### src/rtl/ctrl_mc.sv
// ---------------------------------------------------------------------------
// ctrl_mc -- multi-cycle instruction control FSM
//
// Accepts one instruction per instr_valid/instr_ready handshake and sequences
// it through DECODE / EXEC / MEM / COP_WAIT / WB, waiting on data memory
// (mem_ready) and the custom coprocessor (cop_done). Illegal encodings and
// coprocessor timeouts park the FSM in TRAP until trap_clr.
//
// All outputs are registered: the next-state logic also decodes the outputs
// that belong to the *next* state, so each output is valid for exactly the
// cycle the FSM spends in that state. The store retire pulse is produced on
// the edge that samples mem_ready high, so it shows up in the first IDLE
// cycle after the store's last MEM cycle.
//
// Optional feature macro: CTRL_PERF_EN (performance counters). When it is
// undefined the perf_* ports exist but are tied to zero.
//
// Ports:
//   clk, rst_n                      clock (rising edge), async active-low reset
//   instr_valid / instr_ready       instruction handshake (ready only in IDLE)
//   opcode, funct3, funct7          instruction fields, sampled on accept
//   mem_ready, cop_done, trap_clr   memory done, coprocessor done, leave TRAP
//   reg_write, mem_to_reg,
//   mem_read, mem_write             datapath strobes
//   alu_src                         2'b00 register, 2'b10 immediate
//   pc_src, pc_write                branch select, 1-cycle retire pulse
//   alu_ctrl                        ALU operation code (zero-extended)
//   custom_en, cop_start, cop_op    coprocessor enable, start pulse, funct3
//   trap, trap_cause                trap flag, 2'b01 illegal / 2'b10 timeout
//   perf_retired, perf_stall        saturating performance counters
// ---------------------------------------------------------------------------
module ctrl_mc #(
    parameter int ALU_CTRL_W  = 4,
    parameter int NUM_COP_OPS = 2,
    parameter int COP_TIMEOUT = 64,
    parameter int PERF_W      = 32
) (
    input  logic                  clk,
    input  logic                  rst_n,
    input  logic                  instr_valid,
    output logic                  instr_ready,
    input  logic [6:0]            opcode,
    input  logic [2:0]            funct3,
    input  logic [6:0]            funct7,
    input  logic                  mem_ready,
    input  logic                  cop_done,
    input  logic                  trap_clr,
    output logic                  reg_write,
    output logic                  mem_to_reg,
    output logic                  mem_read,
    output logic                  mem_write,
    output logic [1:0]            alu_src,
    output logic                  pc_src,
    output logic                  pc_write,
    output logic [ALU_CTRL_W-1:0] alu_ctrl,
    output logic                  custom_en,
    output logic                  cop_start,
    output logic [2:0]            cop_op,
    output logic                  trap,
    output logic [1:0]            trap_cause,
    output logic [PERF_W-1:0]     perf_retired,
    output logic [PERF_W-1:0]     perf_stall
);

    localparam logic [6:0] OP_R      = 7'b0110011;
    localparam logic [6:0] OP_LOAD   = 7'b0000011;
    localparam logic [6:0] OP_STORE  = 7'b0100011;
    localparam logic [6:0] OP_BRANCH = 7'b1100011;
    localparam logic [6:0] OP_CUSTOM = 7'b0001011;

    localparam logic [1:0] CAUSE_NONE    = 2'b00;
    localparam logic [1:0] CAUSE_ILLEGAL = 2'b01;
    localparam logic [1:0] CAUSE_TIMEOUT = 2'b10;

    // Counter just wide enough to reach COP_TIMEOUT; it never counts past it.
    localparam int CNT_W = (COP_TIMEOUT > 0) ? $clog2(COP_TIMEOUT + 1) : 1;

    typedef enum logic [2:0] {
        S_IDLE     = 3'd0,
        S_DECODE   = 3'd1,
        S_EXEC     = 3'd2,
        S_MEM      = 3'd3,
        S_COP_WAIT = 3'd4,
        S_WB       = 3'd5,
        S_TRAP     = 3'd6
    } state_t;

    typedef enum logic [2:0] {
        C_R       = 3'd0,
        C_LOAD    = 3'd1,
        C_STORE   = 3'd2,
        C_BRANCH  = 3'd3,
        C_CUSTOM  = 3'd4,
        C_ILLEGAL = 3'd5
    } cls_t;

    // Instruction class of an opcode/funct3 pair; anything unlisted is illegal.
    function automatic cls_t classify(input logic [6:0] op, input logic [2:0] f3);
        cls_t c;
        c = C_ILLEGAL;
        case (op)
            OP_R: begin
                case (f3)
                    3'b000, 3'b111, 3'b110, 3'b100, 3'b001, 3'b101: c = C_R;
                    default: c = C_ILLEGAL;
                endcase
            end
            OP_LOAD:  c = C_LOAD;
            OP_STORE: c = C_STORE;
            OP_BRANCH: begin
                case (f3)
                    3'b000, 3'b001, 3'b100, 3'b101: c = C_BRANCH;
                    default: c = C_ILLEGAL;
                endcase
            end
            OP_CUSTOM: begin
                if ({29'd0, f3} < 32'(NUM_COP_OPS)) begin
                    c = C_CUSTOM;
                end else begin
                    c = C_ILLEGAL;
                end
            end
            default: c = C_ILLEGAL;
        endcase
        return c;
    endfunction

    // ALU operation code for a legal instruction (loads/stores use ADD).
    function automatic logic [3:0] alu_code(input cls_t c, input logic [2:0] f3, input logic f7_5);
        logic [3:0] a;
        a = 4'd0;
        case (c)
            C_R: begin
                case (f3)
                    3'b000:  a = f7_5 ? 4'd1 : 4'd0;
                    3'b111:  a = 4'd2;
                    3'b110:  a = 4'd3;
                    3'b100:  a = 4'd8;
                    3'b001:  a = 4'd9;
                    3'b101:  a = 4'd10;
                    default: a = 4'd0;
                endcase
            end
            C_BRANCH: begin
                case (f3)
                    3'b000:  a = 4'd4;
                    3'b001:  a = 4'd5;
                    3'b100:  a = 4'd11;
                    3'b101:  a = 4'd12;
                    default: a = 4'd0;
                endcase
            end
            C_CUSTOM: begin
                case (f3)
                    3'b000:  a = 4'd6;
                    3'b001:  a = 4'd7;
                    default: a = 4'd13;
                endcase
            end
            default: a = 4'd0;
        endcase
        return a;
    endfunction

    state_t             state_r, state_nx;
    logic [6:0]         op_r;
    logic [2:0]         f3_r;
    logic               f7_5_r;
    logic [CNT_W-1:0]   cop_cnt_r;
    logic [1:0]         trap_cause_r, trap_cause_nx;
    logic [2:0]         cop_op_r;
    cls_t               cls_s;
    logic [3:0]         code_s;
    logic               timeout_s;
    logic               accept_s;

    // Only funct7[5] (SUB) influences decoding.
    logic unused_f7_s;
    assign unused_f7_s = ^{funct7[6], funct7[4:0]};

    logic                  instr_ready_r, instr_ready_nx;
    logic                  reg_write_r, reg_write_nx;
    logic                  mem_to_reg_r, mem_to_reg_nx;
    logic                  mem_read_r, mem_read_nx;
    logic                  mem_write_r, mem_write_nx;
    logic [1:0]            alu_src_r, alu_src_nx;
    logic                  pc_src_r, pc_src_nx;
    logic                  pc_write_r, pc_write_nx;
    logic [ALU_CTRL_W-1:0] alu_ctrl_r, alu_ctrl_nx;
    logic                  custom_en_r, custom_en_nx;
    logic                  cop_start_r, cop_start_nx;
    logic                  trap_r, trap_nx;

    assign accept_s = (state_r == S_IDLE) && instr_valid;
    assign cls_s    = classify(op_r, f3_r);
    assign code_s   = alu_code(cls_s, f3_r, f7_5_r);

    // Coprocessor timeout: fires on the COP_TIMEOUT-th wait cycle unless done arrives.
    always_comb begin
        timeout_s = 1'b0;
        if ((COP_TIMEOUT > 0) && (state_r == S_COP_WAIT) && !cop_done) begin
            timeout_s = (cop_cnt_r == CNT_W'(COP_TIMEOUT));
        end else begin
            timeout_s = 1'b0;
        end
    end

    // Next-state and trap-cause logic.
    always_comb begin
        state_nx      = state_r;
        trap_cause_nx = trap_cause_r;
        case (state_r)
            S_IDLE: begin
                if (instr_valid) begin
                    state_nx = S_DECODE;
                end else begin
                    state_nx = S_IDLE;
                end
            end
            S_DECODE: begin
                case (cls_s)
                    C_R, C_LOAD, C_STORE, C_BRANCH: state_nx = S_EXEC;
                    C_CUSTOM: state_nx = S_COP_WAIT;
                    default: begin
                        state_nx      = S_TRAP;
                        trap_cause_nx = CAUSE_ILLEGAL;
                    end
                endcase
            end
            S_EXEC: begin
                case (cls_s)
                    C_R:              state_nx = S_WB;
                    C_LOAD, C_STORE:  state_nx = S_MEM;
                    default:          state_nx = S_IDLE;
                endcase
            end
            S_MEM: begin
                if (!mem_ready) begin
                    state_nx = S_MEM;
                end else if (cls_s == C_LOAD) begin
                    state_nx = S_WB;
                end else begin
                    state_nx = S_IDLE;
                end
            end
            S_COP_WAIT: begin
                if (cop_done) begin
                    state_nx = S_WB;
                end else if (timeout_s) begin
                    state_nx      = S_TRAP;
                    trap_cause_nx = CAUSE_TIMEOUT;
                end else begin
                    state_nx = S_COP_WAIT;
                end
            end
            S_WB: state_nx = S_IDLE;
            S_TRAP: begin
                if (trap_clr) begin
                    state_nx      = S_IDLE;
                    trap_cause_nx = CAUSE_NONE;
                end else begin
                    state_nx = S_TRAP;
                end
            end
            default: begin
                state_nx      = S_IDLE;
                trap_cause_nx = CAUSE_NONE;
            end
        endcase
    end

    // Output values for the state about to be entered (registered below).
    always_comb begin
        instr_ready_nx = (state_nx == S_IDLE);
        reg_write_nx   = 1'b0;
        mem_to_reg_nx  = 1'b0;
        mem_read_nx    = 1'b0;
        mem_write_nx   = 1'b0;
        alu_src_nx     = 2'b00;
        pc_src_nx      = 1'b0;
        pc_write_nx    = 1'b0;
        alu_ctrl_nx    = {ALU_CTRL_W{1'b0}};
        custom_en_nx   = 1'b0;
        cop_start_nx   = 1'b0;
        trap_nx        = 1'b0;
        case (state_nx)
            S_EXEC: begin
                alu_ctrl_nx = ALU_CTRL_W'(code_s);
                if ((cls_s == C_LOAD) || (cls_s == C_STORE)) begin
                    alu_src_nx = 2'b10;
                end else if (cls_s == C_BRANCH) begin
                    pc_src_nx   = 1'b1;
                    pc_write_nx = 1'b1;
                end else begin
                    alu_src_nx = 2'b00;
                end
            end
            S_MEM: begin
                alu_ctrl_nx  = ALU_CTRL_W'(code_s);
                alu_src_nx   = 2'b10;
                mem_read_nx  = (cls_s == C_LOAD);
                mem_write_nx = (cls_s == C_STORE);
            end
            S_COP_WAIT: begin
                alu_ctrl_nx  = ALU_CTRL_W'(code_s);
                custom_en_nx = 1'b1;
                cop_start_nx = (state_r != S_COP_WAIT);
            end
            S_WB: begin
                alu_ctrl_nx   = ALU_CTRL_W'(code_s);
                reg_write_nx  = 1'b1;
                mem_to_reg_nx = (cls_s == C_LOAD);
                pc_write_nx   = 1'b1;
            end
            S_TRAP: trap_nx = 1'b1;
            S_IDLE: begin
                // The only MEM -> IDLE path is a completed store: retire it.
                pc_write_nx = (state_r == S_MEM);
            end
            default: trap_nx = 1'b0;
        endcase
    end

    // State, latched instruction fields, wait counter and trap cause.
    always_ff @(posedge clk or negedge rst_n) begin
        if (!rst_n) begin
            state_r      <= S_IDLE;
            op_r         <= 7'd0;
            f3_r         <= 3'd0;
            f7_5_r       <= 1'b0;
            cop_cnt_r    <= {CNT_W{1'b0}};
            trap_cause_r <= CAUSE_NONE;
            cop_op_r     <= 3'd0;
        end else begin
            state_r      <= state_nx;
            trap_cause_r <= trap_cause_nx;
            if (accept_s) begin
                op_r   <= opcode;
                f3_r   <= funct3;
                f7_5_r <= funct7[5];
            end
            if ((state_r == S_DECODE) && (state_nx == S_COP_WAIT)) begin
                cop_op_r <= f3_r;
            end
            if (state_nx != S_COP_WAIT) begin
                cop_cnt_r <= {CNT_W{1'b0}};
            end else if (state_r != S_COP_WAIT) begin
                cop_cnt_r <= CNT_W'(1);
            end else begin
                cop_cnt_r <= cop_cnt_r + CNT_W'(1);
            end
        end
    end

    // Output registers.
    always_ff @(posedge clk or negedge rst_n) begin
        if (!rst_n) begin
            instr_ready_r <= 1'b1;
            reg_write_r   <= 1'b0;
            mem_to_reg_r  <= 1'b0;
            mem_read_r    <= 1'b0;
            mem_write_r   <= 1'b0;
            alu_src_r     <= 2'b00;
            pc_src_r      <= 1'b0;
            pc_write_r    <= 1'b0;
            alu_ctrl_r    <= {ALU_CTRL_W{1'b0}};
            custom_en_r   <= 1'b0;
            cop_start_r   <= 1'b0;
            trap_r        <= 1'b0;
        end else begin
            instr_ready_r <= instr_ready_nx;
            reg_write_r   <= reg_write_nx;
            mem_to_reg_r  <= mem_to_reg_nx;
            mem_read_r    <= mem_read_nx;
            mem_write_r   <= mem_write_nx;
            alu_src_r     <= alu_src_nx;
            pc_src_r      <= pc_src_nx;
            pc_write_r    <= pc_write_nx;
            alu_ctrl_r    <= alu_ctrl_nx;
            custom_en_r   <= custom_en_nx;
            cop_start_r   <= cop_start_nx;
            trap_r        <= trap_nx;
        end
    end

    assign instr_ready = instr_ready_r;
    assign reg_write   = reg_write_r;
    assign mem_to_reg  = mem_to_reg_r;
    assign mem_read    = mem_read_r;
    assign mem_write   = mem_write_r;
    assign alu_src     = alu_src_r;
    assign pc_src      = pc_src_r;
    assign pc_write    = pc_write_r;
    assign alu_ctrl    = alu_ctrl_r;
    assign custom_en   = custom_en_r;
    assign cop_start   = cop_start_r;
    assign cop_op      = cop_op_r;
    assign trap        = trap_r;
    assign trap_cause  = trap_cause_r;

`ifdef CTRL_PERF_EN
    logic [PERF_W-1:0] perf_retired_r;
    logic [PERF_W-1:0] perf_stall_r;
    logic              stall_s;

    // A stall cycle is a MEM or COP_WAIT cycle that does not complete.
    always_comb begin
        stall_s = 1'b0;
        if (state_r == S_MEM) begin
            stall_s = !mem_ready;
        end else if (state_r == S_COP_WAIT) begin
            stall_s = !cop_done;
        end else begin
            stall_s = 1'b0;
        end
    end

    // Saturating counters; retire counts on the same edge that raises pc_write.
    always_ff @(posedge clk or negedge rst_n) begin
        if (!rst_n) begin
            perf_retired_r <= {PERF_W{1'b0}};
            perf_stall_r   <= {PERF_W{1'b0}};
        end else begin
            if (pc_write_nx && (perf_retired_r != {PERF_W{1'b1}})) begin
                perf_retired_r <= perf_retired_r + PERF_W'(1);
            end
            if (stall_s && (perf_stall_r != {PERF_W{1'b1}})) begin
                perf_stall_r <= perf_stall_r + PERF_W'(1);
            end
        end
    end

    assign perf_retired = perf_retired_r;
    assign perf_stall   = perf_stall_r;
`else
    assign perf_retired = {PERF_W{1'b0}};
    assign perf_stall   = {PERF_W{1'b0}};
`endif

endmodule

### config.mk
export PLATFORM = sky130hd
export DESIGN_NAME = ctrl_mc
export DESIGN_NICKNAME = d
export VERILOG_FILES = /design/src/rtl/ctrl_mc.sv
export SDC_FILE = /design/constraint.sdc
export NUM_CORES = 1
export LEC_CHECK = 0
export ABC_CLOCK_PERIOD_IN_PS = 5000
export CORE_AREA = 10 10 113 115
export CTS_BUF_LIST = sky130_fd_sc_hd__clkbuf_4 sky130_fd_sc_hd__clkbuf_8
export DETAILED_ROUTE_END_ITERATION = 16
export DIE_AREA = 0 0 123 125
export PLACE_DENSITY_LB_ADDON = 0.25
export SYNTH_ARGS = -nofsm -noshare
export SYNTH_HDL_FRONTEND = slang
export SYNTH_SLANG_ARGS = --single-unit
### constraint.sdc
create_clock -name clk -period 5 [get_ports clk]
set_input_delay 0.75 -clock clk [delete_from_list [all_inputs] [get_ports clk]]
set_output_delay 0.75 -clock clk [all_outputs]
set_load 0.02 [all_outputs]
==> run summary <==
Slew Limit Headroom -> 0.3918
Largest net degree at the start of global routing -> 42
Max VDD drop -> 185.3 uV
Grt ovf -> 0
Drt total wl -> 5696 microns
Final #Nets -> 320
Mapped Area -> 2572 sq um
Commonest cells after routing, fill and taps aside -> 65 x conb_1, 40 x dfrtp_1, 35 x clkdlybuf4s50_1
Max clock buf depth -> 2
Fin crit share -> 0.5288
Worst-Skew Late Latency -> 310 ps
Gr usage total -> 0.07213
Ports -> 108
Worst Hold Class -> flip-flop to flip-flop
Worst Skew -> 10.66 ps
Die Span Y -> 125 microns
Post-detailed-route count of antenna-violating nets -> 0
Vias in the first global route -> 1703
Vias -> 1687
Synthesis Warnings -> 0
Minimum clock period -> 2644 ps
# DRC -> 0
P&R area growth vs syn -> 13.91%
Core Util, Final -> 0.2764
Top post-synthesis cells by area -> dfrtp_1 39%, buf_4 19%, mux2_2 4.4%
Commonest non-fill, non-tap cell in the layout -> conb_1
CTS tree -> built
Setup Crit Path Kind -> input port to flip-flop
Setup WS post-layout -> 2356 ps
Clock tree root buffer cell -> clkbuf_8
Die Wd -> 123 microns
Achievable Freq -> 0.3782 GHz
Post-synthesis instance total -> 261
Lkg Pwr -> 1.280 nW
Ys async rst share -> 1.000
RePlAce Congestion -> 0.7617
Startpoint Class -> input port
# fillers -> 1169
Critical Path End Type -> flip-flop
Routed wire length per instance -> 13.06 microns
Sequential fraction of the synthesis area -> 0.3993
Post-synthesis cell type count -> 52
Initial drt markers -> 76
Largest area contributor in the netlist -> dfrtp_1
Syn_area_per_cell -> 9.856 sq um
Number of synthesized flops with an enable pin -> 0
Layout cells sized above 1 -> 0.1115
PortBufs -> 36
Critical path origin -> mem_ready
Setup TNS -> 0 ps
Critical R2R Launch -> f3_r[1]
Sink Count -> 41
Core Footprint -> 10600 sq um
Initial Util -> 0.2426
Post-CTS Resized -> 0
Initial antenna violation count -> 0
RSZ-0062 raised after global routing -> no
First-pass GRT wire length -> 8935 microns
Worst hold start -> cop_op[2]
TritonCTS buffer count -> 5
Final hold viol count -> 0
Outcome -> finished, final reports clean
Final Max Slew Viols -> 0
Yosys reg bits -> 41
# setup viols final -> 0
# H-tree levels -> 2
Max Cap Viol -> 0
Pre-antenna DRT Iters -> 4
Area share of the largest cell type after synthesis -> 0.3891
Setup bufs post-CTS -> 0
Antenna cell count -> 0
Power Dens Cells -> 493.3 nW/um^2
Core Rows -> 38
Vias/cell -> 3.869
DIE AREA -> 15380 sq um
Critical Path AT -> 2830 ps
Post-cts hold buffer count -> 0
Worst Path Max Fanout -> 9
Worst-margin pin slew -> 912.2 ps
Post-DP HPWL -> 4537 microns
Worst Path Required -> 5190 ps
CTS clk-pin slew, worst paths -> 80 ps
Primary FF master, synth -> dfrtp_1
Pre-CTS WS -> 2046 ps
==> final timing paths <==
check	endpoint	slack (ps)	depth (start not counted)
max reg2reg	cop_op[0]	2380	6
min reg2reg	cop_op[2]	500	1
max	cop_op[0]	2360	7
min in group asynchronous	cop_cnt_r[0]	580	1
max in group asynchronous	op_r[0]	3860	1
min	cop_op[2]	500	1
==> metrics by stage <==
step           power, W  hold WS [ps]  cell area (sq um)  instances
2_1_floorplan  0.001062         454.4               2813        325
5_1_grt        0.001559         519.8               2930        436
3_3_place_gp   0.001179         473.5               2815        428
3_5_place_dp   0.001185         482.9               2815        428
6_report       0.001445         496.4               2930        436
4_1_cts        0.001467         508.0               2930        436
==> cells by family after synthesis <==
| family | Yosys count | share of synthesized area |
|---|---|---|
| and+or+nand+nor | 86 | 0.2043 |
| AOI/OAI and AO/OA | 31 | 0.08707 |
| DFF | 41 | 0.3993 |
| adders and majority gates | 2 | 0.009726 |
| xor gates and xnor gates | 7 | 0.02383 |
| other | 1 | 0.001458 |
| muxes | 12 | 0.05350 |
| buffers and inverters | 81 | 0.2208 |
==> cells in the mapped netlist (3+ instances only) <==
master	count
a21oi_1	10
and2_1	6
buf_2	4
buf_4	65
clkbuf_1	3
dfrtp_1	40
inv_1	7
mux2_2	10
nand2_1	15
nand3_1	8
nor2_1	17
nor2b_1	3
nor3_1	11
nor3b_1	4
nor4b_1	3
o211ai_1	3
o21ai_0	4
xor2_1	5
==> cell type report <==
cell class | instances | area (sq um) | share of cell area
Clock inverter | 3 | 46.29 | 0.01580
Multi-Input combinational cell | 203 | 1224 | 0.4176
Timing Repair Buffer | 37 | 362.8 | 0.1238
Clock buffer | 5 | 68.82 | 0.02348
Tap cell | 140 | 175.2 | 0.05978
Sequential cell | 41 | 1027 | 0.3506
Inverter | 7 | 26.28 | 0.008967
==> critical path, stage by stage <==
cell             delay [ps]
clkdlybuf4s50_1         550
nor3b_1                  70
o21ai_0                 160
o211a_1                 190
o21ai_1                 210
or4b_4                  580
mux2_4                  310
==> where the power goes <==
group | total [W] | leakage (nW) | switching [W] | internal [W]
clock | 0.000275 | 0.0543 | 0.000125 | 0.000149
sequential | 0.000564 | 0.532 | 0.000141 | 0.000423
combinational | 0.000606 | 0.693 | 0.000324 | 0.000283
==> metal layers <==
layer,GRT usage,part of all wire,vias to the layer above
li1,-,-,829
met1,0.08917,0.44,795
met2,0.1157,0.48,58
met3,0.02520,0.075,5
met4,0.02056,0.0090,0
met5,0,0,-
No activity file was read; power rests on OpenSTA's default activity.
